File: src/rtl/pakin_asm.sv
// pakin_asm: receive side of the packet link.
// Reassembles NPK fixed-width packets into one message {src,dst,dat,red}
// and checks its redundancy field. Good messages go to a double-buffered
// req/ack message output.
// Ports:
//   src_clk, reset          - clock (rising edge), async active-high reset
//   i0_pakio/i0_req/i0_ack  - packet input: {start flag, payload}, 4-phase
//   o0_src/dst/dat/red      - reassembled message fields
//   o0_req/o0_ack           - message output handshake, 4-phase
//   err_red, err_sync       - saturating error counters
//   busy                    - assembly in progress or output buffer full
module pakin_asm #(
  parameter int ASZ = 6,
  parameter int DSZ = 32,
  parameter int RSZ = 4,
  parameter int PSZ = 8
) (
  input  logic           src_clk,
  input  logic           reset,
  input  logic [PSZ:0]   i0_pakio,
  input  logic           i0_req,
  output logic           i0_ack,
  output logic [ASZ-1:0] o0_src,
  output logic [ASZ-1:0] o0_dst,
  output logic [DSZ-1:0] o0_dat,
  output logic [RSZ-1:0] o0_red,
  output logic           o0_req,
  input  logic           o0_ack,
  output logic [7:0]     err_red,
  output logic [7:0]     err_sync,
  output logic           busy
);

  localparam int HSZ = 2*ASZ + DSZ;
  localparam int MSZ = HSZ + RSZ;
  localparam int NPK = (MSZ + PSZ - 1) / PSZ;
  // idx must also hold NPK, the "all chunks stored" marker
  localparam int IW  = $clog2(NPK + 1);

  typedef enum logic [1:0] {IDLE, ASM, CHK, HOLD} state_t;

  // Redundancy: bit i of the header folds into redundancy bit (i mod RSZ)
  function automatic logic [RSZ-1:0] calc_redun(input logic [HSZ-1:0] v);
    logic [RSZ-1:0] r;
    r = '0;
    for (int i = 0; i < HSZ; i++) r[i % RSZ] = r[i % RSZ] ^ v[i];
    return r;
  endfunction

  state_t         state_q, state_d;
  logic [IW-1:0]  idx_q, idx_d;
  logic [MSZ-1:0] msg_q, msg_d;
  logic           ack_q, ack_d;
  logic           req_q, req_d;
  logic           full_q, full_d;
  logic [ASZ-1:0] src_q, src_d, dst_q, dst_d;
  logic [DSZ-1:0] dat_q, dat_d;
  logic [RSZ-1:0] red_q, red_d;
  logic [7:0]     err_red_q, err_red_d, err_sync_q, err_sync_d;

  logic           start, accept, red_ok, copy, msg_done;
  logic [IW-1:0]  widx;
  logic [PSZ-1:0] chunk;

  assign start    = i0_pakio[PSZ];
  assign chunk    = i0_pakio[PSZ-1:0];
  assign msg_done = (idx_q == IW'(NPK));
  assign red_ok   = (calc_redun(msg_q[MSZ-1:RSZ]) == msg_q[RSZ-1:0]);
  assign accept   = i0_req && !ack_q &&
                    ((state_q == IDLE) || (state_q == ASM && !msg_done));
  assign copy     = !full_q && ((state_q == CHK && red_ok) || state_q == HOLD);

  always_ff @(posedge src_clk or posedge reset) begin
    if (reset) state_q <= IDLE;
    else       state_q <= state_d;
  end

  // Once the last chunk is stored ASM lingers one cycle with idx==NPK,
  // so CHK sees a settled buffer and o0_req rises two edges after it.
  always_comb begin
    state_d = state_q;
    unique case (state_q)
      IDLE: if (accept && start) state_d = ASM;
      ASM:  if (msg_done) state_d = CHK;
      CHK:  state_d = (red_ok && full_q) ? HOLD : IDLE;
      HOLD: if (!full_q) state_d = IDLE;
    endcase
  end

  // Datapath next values: assembly buffer, handshakes, output buffer, counters
  always_comb begin
    idx_d      = idx_q;
    msg_d      = msg_q;
    ack_d      = accept ? 1'b1 : (i0_req ? ack_q : 1'b0);
    err_red_d  = err_red_q;
    err_sync_d = err_sync_q;
    widx       = start ? '0 : idx_q;

    if (accept && (start || state_q == ASM)) begin
      for (int k = 0; k < NPK; k++) begin
        if (int'(widx) == k) begin
          for (int b = 0; b < PSZ; b++) begin
            if (k*PSZ + b < MSZ) msg_d[k*PSZ + b] = chunk[b];
          end
        end
      end
      idx_d = start ? IW'(1) : idx_q + IW'(1);
    end
    if (state_q == ASM && msg_done) idx_d = '0;

    // A non-start packet in IDLE or a start packet mid-message is a framing error
    if (accept && ((state_q == IDLE && !start) || (state_q == ASM && start))
        && err_sync_q != 8'hFF)
      err_sync_d = err_sync_q + 8'd1;
    if (state_q == CHK && !red_ok && err_red_q != 8'hFF)
      err_red_d = err_red_q + 8'd1;

    // Buffer frees only once the consumer has dropped ack; a copy in that
    // same cycle sees the old full flag and waits one more cycle.
    if (copy)                             full_d = 1'b1;
    else if (full_q && !req_q && !o0_ack) full_d = 1'b0;
    else                                  full_d = full_q;
    req_d = copy ? 1'b1 : (o0_ack ? 1'b0 : req_q);
    src_d = copy ? msg_q[MSZ-1 -: ASZ]     : src_q;
    dst_d = copy ? msg_q[MSZ-1-ASZ -: ASZ] : dst_q;
    dat_d = copy ? msg_q[RSZ +: DSZ]       : dat_q;
    red_d = copy ? msg_q[RSZ-1:0]          : red_q;
  end

  always_ff @(posedge src_clk or posedge reset) begin
    if (reset) begin
      idx_q      <= '0;
      msg_q      <= '0;
      ack_q      <= 1'b0;
      req_q      <= 1'b0;
      full_q     <= 1'b0;
      src_q      <= '0;
      dst_q      <= '0;
      dat_q      <= '0;
      red_q      <= '0;
      err_red_q  <= '0;
      err_sync_q <= '0;
    end else begin
      idx_q      <= idx_d;
      msg_q      <= msg_d;
      ack_q      <= ack_d;
      req_q      <= req_d;
      full_q     <= full_d;
      src_q      <= src_d;
      dst_q      <= dst_d;
      dat_q      <= dat_d;
      red_q      <= red_d;
      err_red_q  <= err_red_d;
      err_sync_q <= err_sync_d;
    end
  end

  always_comb begin
    i0_ack   = ack_q;
    o0_req   = req_q;
    o0_src   = src_q;
    o0_dst   = dst_q;
    o0_dat   = dat_q;
    o0_red   = red_q;
    err_red  = err_red_q;
    err_sync = err_sync_q;
    busy     = (state_q != IDLE) || full_q;
  end

endmodule

File: config.mk
export PLATFORM = sky130hd
export DESIGN_NAME = pakin_asm
export DESIGN_NICKNAME = d
export VERILOG_FILES = /design/src/rtl/pakin_asm.sv
export SDC_FILE = /design/constraint.sdc
export NUM_CORES = 1
export LEC_CHECK = 0
export CAP_MARGIN = 15
export CORE_UTILIZATION = 59
export CTS_CLUSTER_DIAMETER = 100
export DETAILED_ROUTE_END_ITERATION = 10
export PLACE_DENSITY = 0.93
export SLEW_MARGIN = 20
export SYNTH_ARGS = -nofsm -noshare
export SYNTH_HDL_FRONTEND = slang
export SYNTH_SLANG_ARGS = --single-unit
File: constraint.sdc
create_clock -name src_clk -period 10.9 [get_ports src_clk]
set_input_delay 2.725 -clock src_clk [delete_from_list [all_inputs] [get_ports src_clk]]
set_output_delay 2.725 -clock src_clk [all_outputs]
set_load 0.05 [all_outputs]
==> flow_summary.yaml, run 1 <==
worst_setup_path:
  crit_type: "flip-flop to output pin"
  required_ns: 8.18
  crit_fanout: 14
  worstSetupStartpointType: "flip-flop"
  end_kind: "output pin"
  worstPathArrival_ns: 2.20
timing:
  final_hold_viol_count: 0
  finalClockSkew_ns: 0.01319
  maxSlewHeadroom: 0.3302
  period_share: 0.4521
  finalMaxSlewViolations: 0
  fin_tns_setup_ns: 0
  setup_viol: 0
  max_freq_mhz: 202.9
  rsz0062_at_grt: "false"
  post-route-min-period_ns: 4.928
  holdWs_ns: 0.5088
  tightestPinTransition_ns: 1.005
power:
  swShare: 0.3916
  p_leak_nw: 3.102
  comb_power_share: 0.471
  power_frac_seq: 0.304
  power_density_mw_per_mm2: 369.4
  power_frac_clock: 0.225
  intPower_mw: 1.555
  ir_worst_vdd_uv: 192.1
  power.switching_mw: 1.001
clocking:
  cts_setup_buffers: 0
  numClockSinks: 120
  cts-root-buf: "clkbuf_8"
  htreeDepth: 4
  cts_resized: 0
  ctsHoldBuffers: 0
  insertion_delay_ns: 0.52
  clkTransAtPathRegs_ns: 0.06
  cts_tree: "done"
  clockBufferDepth: 2
  cts_buffers: 17
drt:
  wl_per_cell_microns: 19.17
  drc: 0
  vias: 3210
  totalWireLength_mm: 10.91
  routed_via_density: 5.641
  final_antenna_net_count: 0
  first_pass_iters: 4
  initialDrtViolationCount: 138
grt:
  grt_pass1_vias: 3554
  grt_overflow: 0
  grt_max_degree: 75
  antenna_found_initial: 0
  grt_util_all_layers: 0.2476
  grt_pass1_wl_mm: 18.12
synthesis:
  synth_top_area_share: 0.5458
  synth_cells: 362
  syn_area_sq_mm: 0.005502
  synth_area_leaders: "dfrtp_1 55%, mux2_4 13%, mux2_2 10%"
  synth-seq-area-share: 0.5458
  synth_edf_count: 0
  async_reset_ff_frac: 1.000
  synthTopCellsByCount: "120 x dfrtp_1, 51 x mux2_2, 48 x mux2_4, 41 x xnor2_1, 9 x xor2_1"
  synth_most_common_cell: "dfrtp_1"
  synthDistinctLibCells: 46
  synth_area_per_cell_sq_um: 15.20
  ys_warn_count: 0
  syn-num-nets: 379
  yosys_register_bits: 120
  synth_largest_area_cell: "dfrtp_1"
  yosys_most_used_dff: "dfrtp_1"
finish:
  area_delta_synth_final_pct: 25.79
  n_antenna_cell: 0
  drive_above_1_share: 0.3059
  fin_area_sq_mm: 0.006920
  num-nets-final: 465
floorplanning:
  ioPinCount: 80
  fp.dieH_microns: 98.57
  num_rows: 34
  start_util: 0.6188
  die_w_microns: 98.57
  dieArea_sq_mm: 0.009715
  coreArea_sq_mm: 0.008891
run:
  maxCapViolations: 0
place:
  gp_congestion: 0.7491
  portBuffers: 79
  postPlaceCellArea_sq_mm: 0.006305
  dp_hpwl_mm: 7.064
hold_path:
  hp-class: "flip-flop to flip-flop"
run_status:
  status: "completed"
## sequential cells by signal, summed over array words and instances, names as in the netlist
| register | count |
|---|---|
| err_red | 8 |
| err_sync | 8 |
| full_q | 1 |
| i0_ack | 1 |
| idx_q | 3 |
| msg_q | 48 |
| o0_dat | 32 |
| o0_dst | 6 |
| o0_red | 4 |
| o0_req | 1 |
| o0_src | 6 |
| state_q | 2 |
## cell usage in the layout, fill, tap and decap left out, types with 3 or more instances in the layout
cell | synthesis | routed
clkdlybuf4s50_1 | 0 | 79
clkbuf_16 | 0 | 16
nand3_1 | 5 | 5
dfrtp_1 | 120 | 120
nand2_1 | 6 | 6
inv_6 | 0 | 3
nand2b_1 | 4 | 4
mux2_4 | 48 | 48
nor4_1 | 4 | 4
xnor2_1 | 41 | 41
or3_1 | 3 | 3
bufinv_16 | 0 | 4
xor2_1 | 9 | 9
nand4_1 | 4 | 4
nor2_1 | 3 | 3
inv_1 | 4 | 3
ha_1 | 4 | 4
clkinvlp_4 | 0 | 5
mux2_2 | 51 | 51
xnor3_1 | 4 | 4
nor3_1 | 4 | 4
## routing by layer
metal / wire, microns / GRT usage
met4: 294 / 0.1102
met1: 4631 / 0.3083
met5: 0 / 0
met2: 5544 / 0.4095
met3: 434 / 0.06596
## final timing paths
path	slack, ns	depth (start not counted)	end	startpoint
max	5.97	2	busy	state_q[0]$_DFFE_PP0P_
min in group asynchronous	2.64	2	err_red[4]$_DFFE_PP0P_	reset
min reg2reg	0.51	1	o0_dat[5]$_DFFE_PP0P_	o0_dat[5]$_DFFE_PP0P_
max in group asynchronous	6.94	3	o0_dat[23]$_DFFE_PP0P_	reset
min	0.51	1	o0_dat[5]$_DFFE_PP0P_	o0_dat[5]$_DFFE_PP0P_
max reg2reg	7.54	6	o0_dst[2]$_DFFE_PP0P_	msg_q[10]$_DFFE_PP0P_
## metrics by stage
stage	util	setup slack [ns]	instances	power (mW)
final	0.7784	5.972	569	2.556
after global routing	0.7784	5.886	569	2.667
after CTS	0.7784	5.967	569	2.576
after detailed placement	0.7091	5.788	537	1.980
after global placement	0.7091	5.858	537	1.931
after floorplan	-	4.989	362	1.667
## power groups by stage
stage                     Sequential (mW)  Clock [mW]  Combinational, mW
after floorplan                      1.04           0              0.632
after global placement              0.765           0               1.17
after detailed placement            0.779           0               1.20
after CTS                           0.778       0.584               1.21
after global routing                0.799       0.606               1.26
final                               0.777       0.575               1.20
## area by class of cell
type	count	area, sq um
Multi-Input combinational cell	225	2351
Tap cell	108	135.1
Clock inverter	14	197.7
Fill cell	490	1971
Sequential cell	120	3003
Inverter	4	17.52
Clock buffer	18	417.9
Timing Repair Buffer	80	798.3
## worst max-delay path, cell delays in order (launching register included)
cell	delay, ns
dfrtp_1	0.53
or3_1	0.44
clkdlybuf4s50_1	0.71
## cells by family (layout without fill, tap and decap cells)
family / Yosys count / in the layout / share of synthesized area
AO/OA/AOI/OAI: 17 / 17 / 0.02433
XOR/XNOR: 55 / 55 / 0.09893
adder cells (fa/ha/maj): 4 / 4 / 0.009097
buffers and inverters: 17 / 116 / 0.02684
flip-flops: 120 / 120 / 0.5458
multiplexers: 99 / 99 / 0.2354
AND/OR/NAND/NOR: 50 / 50 / 0.05958
Power figures use the tool's default switching activity.
==> run 2, diff against run 1 <==
- CORE_UTILIZATION: 59 -> 54
- PLACE_DENSITY: 0.93 -> 0.86
- clock period: 10.9 -> 4.9 ns (I/O delays scaled with it)
==> flow_summary.yaml, run 2 (synthesized netlist as in run 1, its figures left out) <==
run_status:
  status: "completed"
worst_setup_path:
  worstSetupStartpointType: "flip-flop"
  crit_fanout: 14
  end_kind: "output pin"
  worstPathArrival_ns: 2.20
  r2r-end: "o0_src[2]$_DFFE_PP0P_"
  ff2ff_setup_slack_ns: 1.58
  required_ns: 3.67
  critPathBufInv: 1
  reg2regPathDepth: 6
  worstPathCellList: "or3_1, clkdlybuf4s50_1"
  crit_family: "buffers and inverters"
  worstReg2RegStart: "msg_q[22]$_DFFE_PP0P_"
  crit_type: "flip-flop to output pin"
  slowest_stage: "clkdlybuf4s50_1"
  cp_slowest_stage_delay_ns: 0.71
grt:
  grt_max_degree: 61
  antenna_found_initial: 0
  grt_pass1_wl_mm: 18.11
  grt_pass1_vias: 3432
  grt_overflow: 0
  grt_util_all_layers: 0.2343
timing:
  post-route-min-period_ns: 3.424
  holdWs_ns: 0.4991
  period_share: 0.6988
  rsz0062_at_grt: "false"
  final_hold_viol_count: 0
  fin_tns_setup_ns: 0
  max_freq_mhz: 292.1
  tightestPinTransition_ns: 1.010
  finalClockSkew_ns: 0.009539
  maxSlewHeadroom: 0.3265
  setup_viol: 0
  finalMaxSlewViolations: 0
drt:
  initialDrtViolationCount: 118
  vias: 3204
  wl_per_cell_microns: 18.39
  totalWireLength_mm: 10.93
  routed_via_density: 5.394
  final_antenna_net_count: 0
  first_pass_iters: 4
  drc: 0
finish:
  n_antenna_cell: 0
  fin_cells: 594
  largest_register_ffs: 48
  top_register: "msg_q"
  final_common_cell: "dfrtp_1"
  num-nets-final: 466
  final_cell_mix: "120 x dfrtp_1, 79 x clkdlybuf4s50_1, 51 x mux2_2, 48 x mux2_4, 41 x xnor2_1"
  drive_above_1_share: 0.3037
  area_delta_synth_final_pct: 25.95
clocking:
  cts_tree: "done"
  cts_buffers: 17
  cts-root-buf: "clkbuf_8"
  htreeDepth: 4
  cts_resized: 0
  numClockSinks: 120
  clockBufferDepth: 2
  insertion_delay_ns: 0.51
  clkTransAtPathRegs_ns: 0.05
  cts_setup_buffers: 0
  ctsHoldBuffers: 0
hold_path:
  min_to: "o0_req$_DFFE_PP0P_"
  holdCritStartpoint: "o0_req$_DFFE_PP0P_"
  hp-class: "flip-flop to flip-flop"
  hold_depth: 1
floorplanning:
  coreArea_sq_mm: 0.009819
  num_rows: 36
  fp.dieH_microns: 102.9
  die_w_microns: 102.9
  ioPinCount: 80
  start_util: 0.5603
  dieArea_sq_mm: 0.01060
power:
  intPower_mw: 3.438
  ir_worst_vdd_uv: 442.9
  swShare: 0.3888
  p_leak_nw: 3.113
  power_frac_seq: 0.306
  power_frac_clock: 0.218
  comb_power_share: 0.477
  power_density_mw_per_mm2: 811.8
  power.switching_mw: 2.187
place:
  dp_cells: 563
  dp_hpwl_mm: 7.086
  portBuffers: 79
  gp_congestion: 0.7953
run:
  maxCapViolations: 0
[run 2: changes by cell type in the layout (fill, tap and decap cells not counted)]
cell,previous run,this run
clkinv_4,1,0
buf_4,1,2
bufinv_16,4,3
clkinvlp_4,5,1
inv_6,3,0
clkbuf_8,1,4
clkbuf_1,1,2
clkinv_2,1,5
[run 2: routing by layer]
layer | vias up | global-route usage | share of wire
met3 | 12 | 0.06373 | 0.038
met1 | 1653 | 0.2981 | 0.43
met2 | 86 | 0.3872 | 0.52
met4 | 0 | 0.08451 | 0.013
li1 | 1453 | - | -
met5 | - | 0 | 0
[run 2: power by group through the flow]
stage | clock (mW) | sequential, mW | combinational [mW]
after floorplan | 0 | 2.30 | 1.41
after global placement | 0 | 1.71 | 2.60
after detailed placement | 0 | 1.72 | 2.66
after CTS | 1.24 | 1.72 | 2.70
after global routing | 1.28 | 1.77 | 2.84
final | 1.22 | 1.72 | 2.68
[run 2: worst max path at each step]
stage / startpoint / end / slack, ns / depth (start not counted)
global route: msg_q[7]$_DFFE_PP0P_ / o0_src[2]$_DFFE_PP0P_ / 1.40 / 6
detailed placement: i0_req / msg_q[12]$_DFFE_PP0P_ / 1.25 / 6
global placement: i0_req / msg_q[8]$_DFFE_PP0P_ / 1.35 / 6
finish: state_q[0]$_DFFE_PP0P_ / busy / 1.48 / 2
CTS: state_q[0]$_DFFE_PP0P_ / busy / 1.47 / 2
floorplan: reset / err_red[0]$_DFFE_PP0P_ / 0.49 / 1
[run 2: layout make-up]
type / instances / area [sq um]
clock inverter: 9 / 122.6
inverter: 4 / 17.52
tap: 133 / 166.4
multi-input combinational: 225 / 2351
sequential: 120 / 3003
clock buffer: 22 / 462.9
timing repair buffer: 81 / 805.8
fill: 695 / 2890
[run 2: per-stage QoR]
stage	total power [mW]	cell area, sq um	utilization	worst slack, ns
CTS	5.661	6929	0.7057	1.465
global route	5.891	6929	0.7057	1.400
detailed placement	4.386	6344	0.6460	1.254
global placement	4.305	6344	0.6460	1.353
finish	5.625	6929	0.7057	1.476
floorplan	3.709	5502	-	0.4892
==> run 3, diff against run 2 <==
- clock period: 4.9 -> 3.2 ns (I/O delays scaled with it)
==> flow_summary.yaml, run 3 (synthesized netlist as in run 1, its figures left out) <==
drt:
  first_pass_iters: 4
  final_antenna_net_count: 0
  routed_via_density: 5.449
  totalWireLength_mm: 11.38
  vias: 3264
  drc: 0
  wl_per_cell_microns: 18.99
  initialDrtViolationCount: 115
clocking:
  cts_tree: "done"
  cts_resized: 0
  cts_setup_buffers: 0
  htreeDepth: 4
  numClockSinks: 120
  cts_buffers: 17
  clkTransAtPathRegs_ns: 0.06
  ctsHoldBuffers: 0
  cts-root-buf: "clkbuf_8"
  clockBufferDepth: 2
  insertion_delay_ns: 0.52
worst_setup_path:
  reg2regPathDepth: 8
  ff2ff_setup_slack_ns: 0.44
  crit_fanout: 14
  worstPathArrival_ns: 2.20
  required_ns: 2.40
  worstSetupStartpointType: "flip-flop"
  end_kind: "output pin"
  crit_type: "flip-flop to output pin"
floorplanning:
  ioPinCount: 80
  dieArea_sq_mm: 0.01060
  start_util: 0.5603
  fp.dieH_microns: 102.9
  num_rows: 36
  coreArea_sq_mm: 0.009819
  die_w_microns: 102.9
run_status:
  status: "completed"
timing:
  max_freq_mhz: 333.5
  setup_slack_ns: 0.2016
  setup_viol: 0
  holdWs_ns: 0.4883
  rsz0062_at_grt: "false"
  final_hold_viol_count: 0
  tightestPinTransition_ns: 0.6053
  maxSlewHeadroom: 0.5965
  fin_tns_setup_ns: 0
  period_share: 0.9370
  finalClockSkew_ns: 0.01217
  finalMaxSlewViolations: 0
  post-route-min-period_ns: 2.998
finish:
  final_cell_mix: "120 x dfrtp_1, 79 x clkdlybuf4s50_1, 51 x mux2_2, 48 x mux2_4, 41 x xnor2_1"
  area_delta_synth_final_pct: 27.97
  fin_area_sq_mm: 0.007041
  largest_register_ffs: 48
  num-nets-final: 470
  fin_cells: 599
  n_antenna_cell: 0
  top_register: "msg_q"
  fillers: 685
  drive_above_1_share: 0.3155
  final_common_cell: "dfrtp_1"
place:
  portBuffers: 79
  pre_cts_slack_ns: 0.1608
  dp_cells: 567
  postPlaceCellArea_sq_mm: 0.006412
  gp_congestion: 0.8031
  dp_hpwl_mm: 7.265
grt:
  met1_usage: 0.2968
  grtUsageMet3: 0.05627
  grt_max_degree: 121
  grt_util_all_layers: 0.2399
  antenna_found_initial: 0
  grt_pass1_wl_mm: 18.79
  grt-busiest-layer: "met2"
  grt_pass1_vias: 3505
  grt_use_met2: 0.4133
  grt_overflow: 0
power:
  power_density_mw_per_mm2: 1254
  ir_worst_vdd_uv: 760.5
  p_leak_nw: 3.150
hold_path:
  hp-class: "flip-flop to flip-flop"
  hold_depth: 1
run:
  maxCapViolations: 0
==> run 3: cell types whose count changed in the layout (fill, tap and decap cells not counted) <==
| cell | previous run | this run |
|---|---|---|
| clkbuf_1 | 2 | 0 |
| buf_12 | 0 | 3 |
| clkbuf_8 | 4 | 1 |
| inv_4 | 1 | 0 |
| clkinv_4 | 0 | 3 |
| bufinv_16 | 3 | 4 |
| buf_4 | 2 | 3 |
| inv_6 | 0 | 6 |
| clkinv_2 | 5 | 0 |
| clkinvlp_4 | 1 | 3 |
==> run 3: worst max-delay path: stages, from the launching register on <==
cell and delay [ns]:
dfrtp_1 0.55, or3_1 0.43, clkdlybuf4s50_1 0.71
==> run 3: area by class of cell <==
class | instances | area, sq um | share of cell area
Clock buffer | 17 | 414.1 | 0.05882
Clock inverter | 15 | 214.0 | 0.03039
Inverter | 4 | 18.77 | 0.002666
Multi-Input combinational cell | 225 | 2351 | 0.3339
Sequential cell | 120 | 3003 | 0.4265
Tap cell | 133 | 166.4 | 0.02364
Timing Repair Buffer | 85 | 873.3 | 0.1240
==> run 3: worst paths after layout <==
kind	startpoint	to
max in group asynchronous	reset	o0_src[1]$_DFFE_PP0P_
min in group asynchronous	reset	msg_q[17]$_DFFE_PP0P_
hold / removal	err_sync[4]$_DFFE_PP0P_	err_sync[4]$_DFFE_PP0P_
setup / recovery	state_q[0]$_DFFE_PP0P_	busy
hold reg to reg	err_sync[4]$_DFFE_PP0P_	err_sync[4]$_DFFE_PP0P_
setup reg to reg	idx_q[0]$_DFFE_PP0P_	msg_q[12]$_DFFE_PP0P_
==> run 3: routing by layer <==
layer / share of wire / wire (microns) / up-vias
met3: 0.039 / 445 / 18
met1: 0.43 / 4865 / 1691
li1: - / - / 1474
met2: 0.52 / 5913 / 81
met5: 0 / 0 / -
met4: 0.014 / 155 / 0
==> run 3: metrics by stage <==
stage,power [mW],util
5_1_grt,9.222,0.7170
3_5_place_dp,6.788,0.6530
2_1_floorplan,5.680,-
6_report,8.828,0.7170
3_3_place_gp,6.658,0.6530
4_1_cts,8.888,0.7170
==> run 3: power breakdown <==
group	leakage (nW)	switching, mW	internal [mW]
combinational	1.27	2.17	1.99
sequential	1.58	0.567	2.09
clock	0.301	0.732	1.28
